--- src/rtl/proc_run_ctrl.sv ---
// proc_run_ctrl: boot/run/halt/single-step sequencer for the single-cycle processor.
// Optional watchdog (RUN -> TIMEOUT after MAX_CYCLES) is built only when PROC_RUN_WATCHDOG_EN is defined.
module proc_run_ctrl #(
  parameter int ADDR_W     = 8,
  parameter int DATA_W     = 32,
  parameter int BOOT_WORDS = 64,
  parameter int RST_HOLD   = 2,
  parameter int MAX_CYCLES = 1000
) (
  input  logic              clk,
  input  logic              rst,
  input  logic              start,
  input  logic              boot_valid,
  input  logic [DATA_W-1:0] boot_data,
  output logic              boot_ready,
  output logic              imem_we,
  output logic [ADDR_W-1:0] imem_addr,
  output logic [DATA_W-1:0] imem_wdata,
  output logic              core_rst,
  output logic              core_clk_en,
  input  logic              halt_in,
  input  logic              step_mode,
  input  logic              step_req,
  output logic [31:0]       cycle_count,
  output logic              done,
  output logic              timeout,
  output logic [2:0]        state
);

  typedef enum logic [2:0] {
    IDLE    = 3'd0,
    LOAD    = 3'd1,
    HOLD    = 3'd2,
    RUN     = 3'd3,
    HALTED  = 3'd4,
    TIMEOUT = 3'd5
  } state_t;

  localparam int HOLD_W = (RST_HOLD > 1) ? $clog2(RST_HOLD) : 1;
  localparam logic [ADDR_W-1:0] LAST_IDX  = ADDR_W'(BOOT_WORDS - 1);
  localparam logic [HOLD_W-1:0] LAST_HOLD = HOLD_W'(RST_HOLD - 1);

  if (BOOT_WORDS < 1 || BOOT_WORDS > 2**ADDR_W || RST_HOLD < 1 || MAX_CYCLES < 1) begin : g_param_check
    $error("proc_run_ctrl: illegal parameter combination");
  end

  state_t            cur_st, nxt_st;
  logic [ADDR_W-1:0] load_idx;
  logic [HOLD_W-1:0] hold_cnt;
  logic              step_pend;
  logic              accept, halt_q, wd_hit, boot_go;

  function automatic logic [31:0] sat_inc(input logic [31:0] v);
    return (v == 32'hFFFF_FFFF) ? v : v + 32'd1;
  endfunction

  assign boot_ready  = (cur_st == LOAD);
  assign accept      = boot_valid & boot_ready;
  assign core_clk_en = (cur_st == RUN) && (!step_mode || step_pend);
  assign halt_q      = halt_in & core_clk_en;
  // Core stays out of reset once running so its state remains observable after a stop.
  assign core_rst    = !(cur_st == RUN || cur_st == HALTED || cur_st == TIMEOUT);
  assign done        = (cur_st == HALTED);
  assign state       = cur_st;
  assign boot_go     = start && (cur_st == IDLE || cur_st == HALTED || cur_st == TIMEOUT);

`ifdef PROC_RUN_WATCHDOG_EN
  // Fires on the enabled cycle that brings cycle_count up to MAX_CYCLES.
  assign wd_hit  = core_clk_en && (cycle_count >= 32'(MAX_CYCLES - 1));
  assign timeout = (cur_st == TIMEOUT);
`else
  assign wd_hit  = 1'b0;
  assign timeout = 1'b0;
`endif

  always_comb begin
    nxt_st = cur_st;
    unique case (cur_st)
      IDLE, HALTED, TIMEOUT: if (start) nxt_st = LOAD;
      LOAD:    if (accept && load_idx == LAST_IDX) nxt_st = HOLD;
      HOLD:    if (hold_cnt == LAST_HOLD) nxt_st = RUN;
      RUN: begin
        if (halt_q)      nxt_st = HALTED;
        else if (wd_hit) nxt_st = TIMEOUT;
      end
      default: nxt_st = IDLE;
    endcase
  end

  always_ff @(posedge clk or negedge rst) begin
    if (!rst) begin
      cur_st      <= IDLE;
      load_idx    <= '0;
      hold_cnt    <= '0;
      step_pend   <= 1'b0;
      cycle_count <= '0;
      imem_we     <= 1'b0;
      imem_addr   <= '0;
      imem_wdata  <= '0;
    end else begin
      cur_st  <= nxt_st;
      imem_we <= accept;
      if (accept) begin
        imem_addr  <= load_idx;
        imem_wdata <= boot_data;
        load_idx   <= load_idx + ADDR_W'(1);
      end
      if (boot_go) begin
        load_idx    <= '0;
        cycle_count <= '0;
      end else if (core_clk_en) begin
        cycle_count <= sat_inc(cycle_count);
      end
      hold_cnt  <= (cur_st == HOLD) ? hold_cnt + HOLD_W'(1) : '0;
      // A request landing while one is pending is consumed by that pending step.
      step_pend <= (cur_st == RUN) && step_mode && step_req && !step_pend;
    end
  end

endmodule
--- config.mk ---
export PLATFORM = sky130hd
export DESIGN_NAME = proc_run_ctrl
export DESIGN_NICKNAME = d
export VERILOG_FILES = /design/src/rtl/proc_run_ctrl.sv
export SDC_FILE = /design/constraint.sdc
export NUM_CORES = 1
export LEC_CHECK = 0
export CAP_MARGIN = 20
export CORE_MARGIN = 4
export CORE_UTILIZATION = 34
export CTS_BUF_LIST = sky130_fd_sc_hd__clkbuf_8
export DETAILED_ROUTE_END_ITERATION = 12
export GPL_TIMING_DRIVEN = 0
export SLEW_MARGIN = 20
export SYNTH_ARGS = -nofsm -noshare
export SYNTH_HDL_FRONTEND = slang
export SYNTH_SLANG_ARGS = --single-unit
--- constraint.sdc ---
create_clock -name clk -period 2.14 [get_ports clk]
set_clock_uncertainty 0.15 [all_clocks]
set_input_delay 0.428 -clock clk [delete_from_list [all_inputs] [get_ports clk]]
set_output_delay 0.428 -clock clk [all_outputs]
set_load 0.05 [all_outputs]
==> results of run 1 <==
## cells in the mapped netlist (2+ instances only)
master,number,area [um2]
buf_1,4,15.01
o211ai_1,9,67.56
clkbuf_1,11,41.29
and4_1,4,35.03
nand2_1,29,108.9
a211o_1,3,26.28
buf_2,4,20.02
nand2b_1,5,31.28
o31ai_1,9,67.56
nor4_1,8,50.05
mux2i_1,6,60.06
nand3_1,28,140.1
xor2_1,4,35.03
or4_1,16,120.1
inv_1,5,18.77
or3_1,10,62.56
dfrtp_1,86,2152
mux2_2,40,450.4
o311ai_0,2,17.52
nor2_1,18,67.56
nand4_1,12,75.07
a21oi_1,17,85.08
nor3_1,7,35.03
o21ai_0,12,60.06
and3_1,5,31.28
ha_1,2,25.02
xnor2_1,3,26.28
## cell families after synthesis
logic type	after synthesis	synth area share, %
DFF	86	52.66
adders and majority gates	2	0.6123
xor gates and xnor gates	7	1.500
AOI/OAI and AO/OA	58	9.125
other	1	0.09177
buffers and inverters	27	2.725
muxes	46	12.49
and+or+nand+nor	151	20.79
## sequential cells by signal, summed over array words and instances (netlist names)
name / flops
imem_addr: 8
imem_wdata: 32
cycle_count: 32
load_idx: 8
state: 3
hold_cnt: 1
step_pend: 1
imem_we: 1
## worst max-delay path: cells and delay by family, from the launching register on
kind / cells / cell delay, ps
simple gates: 4 / 1330
compound gates: 1 / 260
flops: 1 / 420
## final cells by class
type                            count  share of cell area (%)
Clock inverter                      5                  0.5238
Timing Repair Buffer              182                   26.13
Tap cell                          143                   2.774
Clock buffer                       11                   2.347
Inverter                            6                  0.3880
Sequential cell                    86                   33.91
Multi-Input combinational cell    265                   31.83
Buffer                             16                   2.095
## power by group through the flow
stage	clock network, mW	registers (mW)	logic [mW]
floorplan	0	2.55	0.337
global placement	0	1.99	1.43
detailed placement	0	2.00	1.45
CTS	1.13	1.97	1.41
global route	1.20	1.99	1.48
finish	1.10	1.96	1.40
## per-layer routing
metal / up-vias / GRT usage (%) / wire, um
li1: 1785 / - / -
met1: 1885 / 21.00 / 5143
met2: 169 / 28.35 / 6080
met3: 31 / 7.833 / 1315
met4: 0 / 9.084 / 397
met5: - / 0 / 0
## what timing repair did
action | CTS | global route
endpoints found under the setup margin | 137 | 56
pin swaps | 9 | 9
hold buffers | 1 | 0
setup buffers | 31 | 31
resized for setup | 112 | 66
hold endpoints to repair | 34 | 0
## worst max-delay path by stage
stage               depth (start not counted)            from         endpoint  slack (ps)
floorplan                                   6  cycle_count[0]  cycle_count[22]        -220
finish                                      5  cycle_count[9]  cycle_count[22]        -140
CTS                                         6  cycle_count[1]  cycle_count[22]        -130
global route                                5  cycle_count[9]  cycle_count[22]        -190
detailed placement                          6       step_mode      core_clk_en       -1090
global placement                            1             rst   cycle_count[5]       -3160
## per-stage QoR
stage / cells / setup slack, ps / hold WS (ps) / total power, mW / setup TNS, ps
after detailed placement: 640 / -1089 / 196.7 / 3.449 / -32660
after global routing: 714 / -192.3 / 300.4 / 4.677 / -769.0
after CTS: 687 / -131.4 / 293.6 / 4.510 / -1703
after floorplan: 378 / -218.6 / -17.59 / 2.890 / -2778
final: 714 / -140.1 / 296.5 / 4.465 / -359.3
after global placement: 639 / -3165 / 271.0 / 3.422 / -283220
## cell usage in the layout (no fill, tap or decap), types with 12 or more instances in the layout
| cell type | instances |
|---|---|
| buf_4 | 62 |
| dfrtp_1 | 58 |
| dlygate4sd2_1 | 54 |
| mux2_2 | 40 |
| clkdlybuf4s50_1 | 38 |
| nand2_1 | 29 |
| dfrtp_2 | 28 |
| nand3_1 | 22 |
| dlymetal6s2s_1 | 21 |
| nor2_1 | 15 |
| nand4_1 | 12 |
==> out/metrics.cfg, run 1 <==
[run_status]
outcome = finished with violations
failed_checks = setup timing

[final_layout]
multi_input_area_um2 = 2053
num-nets-final = 607
drive_gt1_share_pct = 35.73
areaGrowthSynthToFinish_pct = 57.84
regArea_um2 = 2187
final.fill_count = 1057
final_core_util_pct = 55.54
final_cell_area_um2 = 6450
diodes = 0

[worst_setup_path]
end_kind = flop
rr_startpoint = cycle_count[9]
critical_path.cell_chain = nand4_4 > or4_4 > or4_4 > and3_1 > a211o_1
path_max_fanout = 5
worst-setup-path-type = flop to flop
r2r_setup_slack_ps = -140
critPathMaxStageDelay_ps = 550
critPathSlowestCell = or4_4
r2r-end = cycle_count[22]
required_ps = 2240
crit_arrival_ps = 2380
cp_common_cell = or4_4
reg2reg_depth = 5
critPathLaunchType = flop

[power_and_ir_drop]
p_clk_share_pct = 24.6
powerDensity_nw_per_um2 = 692.2
leakage_nw = 3.112
ir_worst_vdd_uv = 700.9
p_sw_mw = 1.648
swShare_pct = 36.92
pwr-share-comb_pct = 31.4
power_frac_seq_pct = 44.0
p_int_mw = 2.817

[die]
dieArea_um2 = 13840
core_area_um2 = 11610
die_y_um = 117.6
start_util_pct = 35.19
std_cell_rows = 39
die_x_um = 117.6
ios = 120

[timing]
rsz0062_at_grt = yes
relSlewSlack_pct = 58.66
drv_slew = 0
finalSetupViolCount = 4
hold_viol = 0
finalWorstSetupSlack_ps = -140.1
fmax_mhz = 438.6
fin_crit_sh_pct = 106.5
period_minus_slack_ps = 2280
tightestPinTransition_ps = 620.1

[placement]
placed_area_um2 = 5577
port-buffer-count = 118
dp_hpwl_um = 8548
place.gp.congestion = 0.8557

[global_route]
antenna_found_initial = 0
grt_pass1_vias = 4036
grt_max_degree = 53
grt_pass1_wl_um = 20310
grt.overflow.total = 0
grt_usage_pct = 18.04

[worst_hold_path]
whs_endpoint = hold_cnt
hold_path_depth = 1
hold_start = hold_cnt
min_path_type = flop to flop

[synthesis]
yosysUniqueCellTypes = 46
syn_inst = 378
synth_async_sr_flop_share_pct = 100.0
syn_area_um2 = 4086
seq_area_frac_synth_pct = 52.66
synth_edf_count = 0
synth_nets = 419
synth_ff_type = dfrtp_1
ys_ff_latch = 86
ys.warnings.count = 0
syn-mean-instance-area_um2 = 10.81

[drt]
totalWireLength_um = 12940
vias = 3870
drt_first_pass_iters = 4
via_per_inst = 5.420
postRouteAntennaNets = 0
drt-initial-drc-count = 210
routedWlPerCell_um = 18.12
drcViolationCount = 0

[cts]
cts_sinks = 86
cts.path.max_buffers = 2
numCtsBuffers = 9
cts_tree = yes
htree_levels = 3
insertion_delay_ps = 370
clockRootBuffer = clkbuf_8
cts.clk_slew.worst_paths_ps = 90

[job]
maxCapViolations = 0

(Power assumes the default switching activity.)
==> run 2, diff against run 1 <==
Settings changed: DONT_BUFFER_PORTS set to 1.
==> out/metrics.cfg, run 2 (same netlist as run 1, synthesis figures left out) <==
[run_status]
outcome = finished with violations
failed_checks = hold timing, setup timing

[worst_setup_path]
worst-setup-path-type = flop to flop
end_kind = flop
crit_arrival_ps = 2600  ; +220 ps
path_max_fanout = 8  ; +3
critPathMaxStageDelay_ps = 610  ; +60 ps
cp_common_cell = or4_4
critPathSlowestCell = dfrtp_4
required_ps = 2250  ; about the same
critPathLaunchType = flop
critical_path.cell_chain = ha_4 > nand3_4 > or4_4 > or4_4 > and3_4 > a211o_1

[drt]
via_per_inst = 5.965  ; +10%
vias = 3543  ; -8.4%
drcViolationCount = 0  ; unchanged
totalWireLength_um = 12960  ; +0.17%
drt-initial-drc-count = 130  ; -38%
postRouteAntennaNets = 0  ; unchanged
drt_first_pass_iters = 4  ; unchanged
routedWlPerCell_um = 21.81  ; +20%

[cts]
cts_tree = yes
clockRootBuffer = clkbuf_8
insertion_delay_ps = 380  ; about the same
cts.clk_slew.worst_paths_ps = 90  ; about the same
cts_sinks = 86  ; unchanged
cts.path.max_buffers = 2  ; unchanged
htree_levels = 3  ; unchanged
postCtsHoldBufs = 1  ; unchanged
numCtsBuffers = 9  ; unchanged

[timing]
hold_viol = 86  ; +86
tightestPinTransition_ps = 521.3  ; -98.89 ps
finalSetupViolCount = 34  ; +30
drv_slew = 0  ; unchanged
hold_ws_ps = -406.9  ; -703.4 ps
fmax_mhz = 401.3  ; -8.5%
fin_crit_sh_pct = 116.4  ; +9.9 points
period_minus_slack_ps = 2492  ; +211.8 ps
relSlewSlack_pct = 65.25  ; +6.6 points
rsz0062_at_grt = yes
finalWorstSetupSlack_ps = -351.8  ; -211.8 ps
tns_ps = -5677  ; -5317 ps

[placement]
place.gp.congestion = 0.8808  ; +2.9%
dp_cells = 521  ; -19%
dp_hpwl_um = 7773  ; -9.1%
port-buffer-count = 0  ; -100%

[global_route]
grt_max_degree = 87  ; +64%
grt_usage_pct = 18.02  ; -0.023 points
antenna_found_initial = 0  ; unchanged
grt_pass1_vias = 3718  ; -7.9%
grt_pass1_wl_um = 19910  ; -2.0%
grt.overflow.total = 0  ; unchanged

[final_layout]
fin_cells = 594  ; -17%
final.fill_count = 997  ; -5.7%
multi_input_area_um2 = 2376  ; +16%
drive_gt1_share_pct = 56.10  ; +20 points
num-nets-final = 488  ; -20%
areaGrowthSynthToFinish_pct = 42.31
top_regs = cycle_count x32, imem_wdata x32
diodes = 0  ; unchanged
layout_common_cells = 51 x dfrtp_1, 40 x mux2_2, 39 x buf_4
final_common_cell = dfrtp_1
regArea_um2 = 2236  ; +2.2%

[power_and_ir_drop]
ir_worst_vdd_uv = 732.4  ; +4.5%
p_total_mw = 4.300  ; -3.7%
leakage_nw = 2.334  ; -25%
powerDensity_nw_per_um2 = 739.4  ; +6.8%

[die]
dieArea_um2 = 13840  ; unchanged
die_y_um = 117.6  ; unchanged
ios = 120  ; unchanged
start_util_pct = 35.19  ; unchanged
die_x_um = 117.6  ; unchanged
std_cell_rows = 39  ; unchanged
core_area_um2 = 11610  ; unchanged

[worst_hold_path]
min_path_type = primary input to async pin

[job]
maxCapViolations = 0  ; unchanged

-- run 2: area by class of cell --
cell class                 instances  area share (%)
multi-input combinational        265           40.86
buffer                            17           2.969
tap                              143           3.077
clock inverter                     6           1.614
timing repair buffer              62           10.37
clock buffer                       9           2.130
sequential                        86           38.45
inverter                           6          0.5379
-- run 2: path summary, 6_finish.rpt --
kind / start / to / slack (ps) / depth (start not counted)
setup / recovery: cycle_count[0] / cycle_count[22] / -350 / 6
hold reg to reg: hold_cnt / hold_cnt / 330 / 1
min in group clk: boot_data[17] / imem_wdata[17] / 40 / 1
max in group asynchronous: rst / imem_wdata[18] / 2100 / 0
hold / removal: rst / cycle_count[12] / -410 / 0
setup reg to reg: cycle_count[0] / cycle_count[22] / -350 / 6
-- run 2: power breakdown --
part / internal (mW) / switching [mW]
Clock: 0.660 / 0.608
Combinational: 0.245 / 0.209
Sequential: 1.82 / 0.757
-- run 2: worst max-delay path, delay by kind of cell (launching register included) --
family | cells | cell delay, ps
adder cells (fa/ha/maj) | 1 | 200
AND/OR/NAND/NOR | 4 | 1140
AO/OA/AOI/OAI | 1 | 270
flip-flops | 1 | 610
-- run 2: stage by stage --
stage | util (%) | worst slack, ps | instance area (um2)
2_1_floorplan | - | -218.6 | 4188
3_3_place_gp | 37.60 | -705.4 | 4367
3_5_place_dp | 37.60 | -778.2 | 4367
4_1_cts | 47.06 | -303.7 | 5465
5_1_grt | 50.08 | -380.5 | 5816
6_report | 50.08 | -351.8 | 5816
-- run 2: timing repair --
item                                    4_1_cts  5_1_grt
buffers inserted                             44       17
resized for setup                           124       71
hold endpoints to repair                     87       86
cloned                                        3        1
pin swaps                                    30       33
endpoints found under the setup margin       83       51
-- run 2: per-layer routing --
layer | track usage (%) | vias up | share of wire [%]
met2 | 28.71 | 192 | 49
met1 | 19.47 | 1750 | 35
li1 | - | 1547 | -
met5 | 0 | - | 0
met3 | 9.226 | 54 | 12
met4 | 9.744 | 0 | 4.3
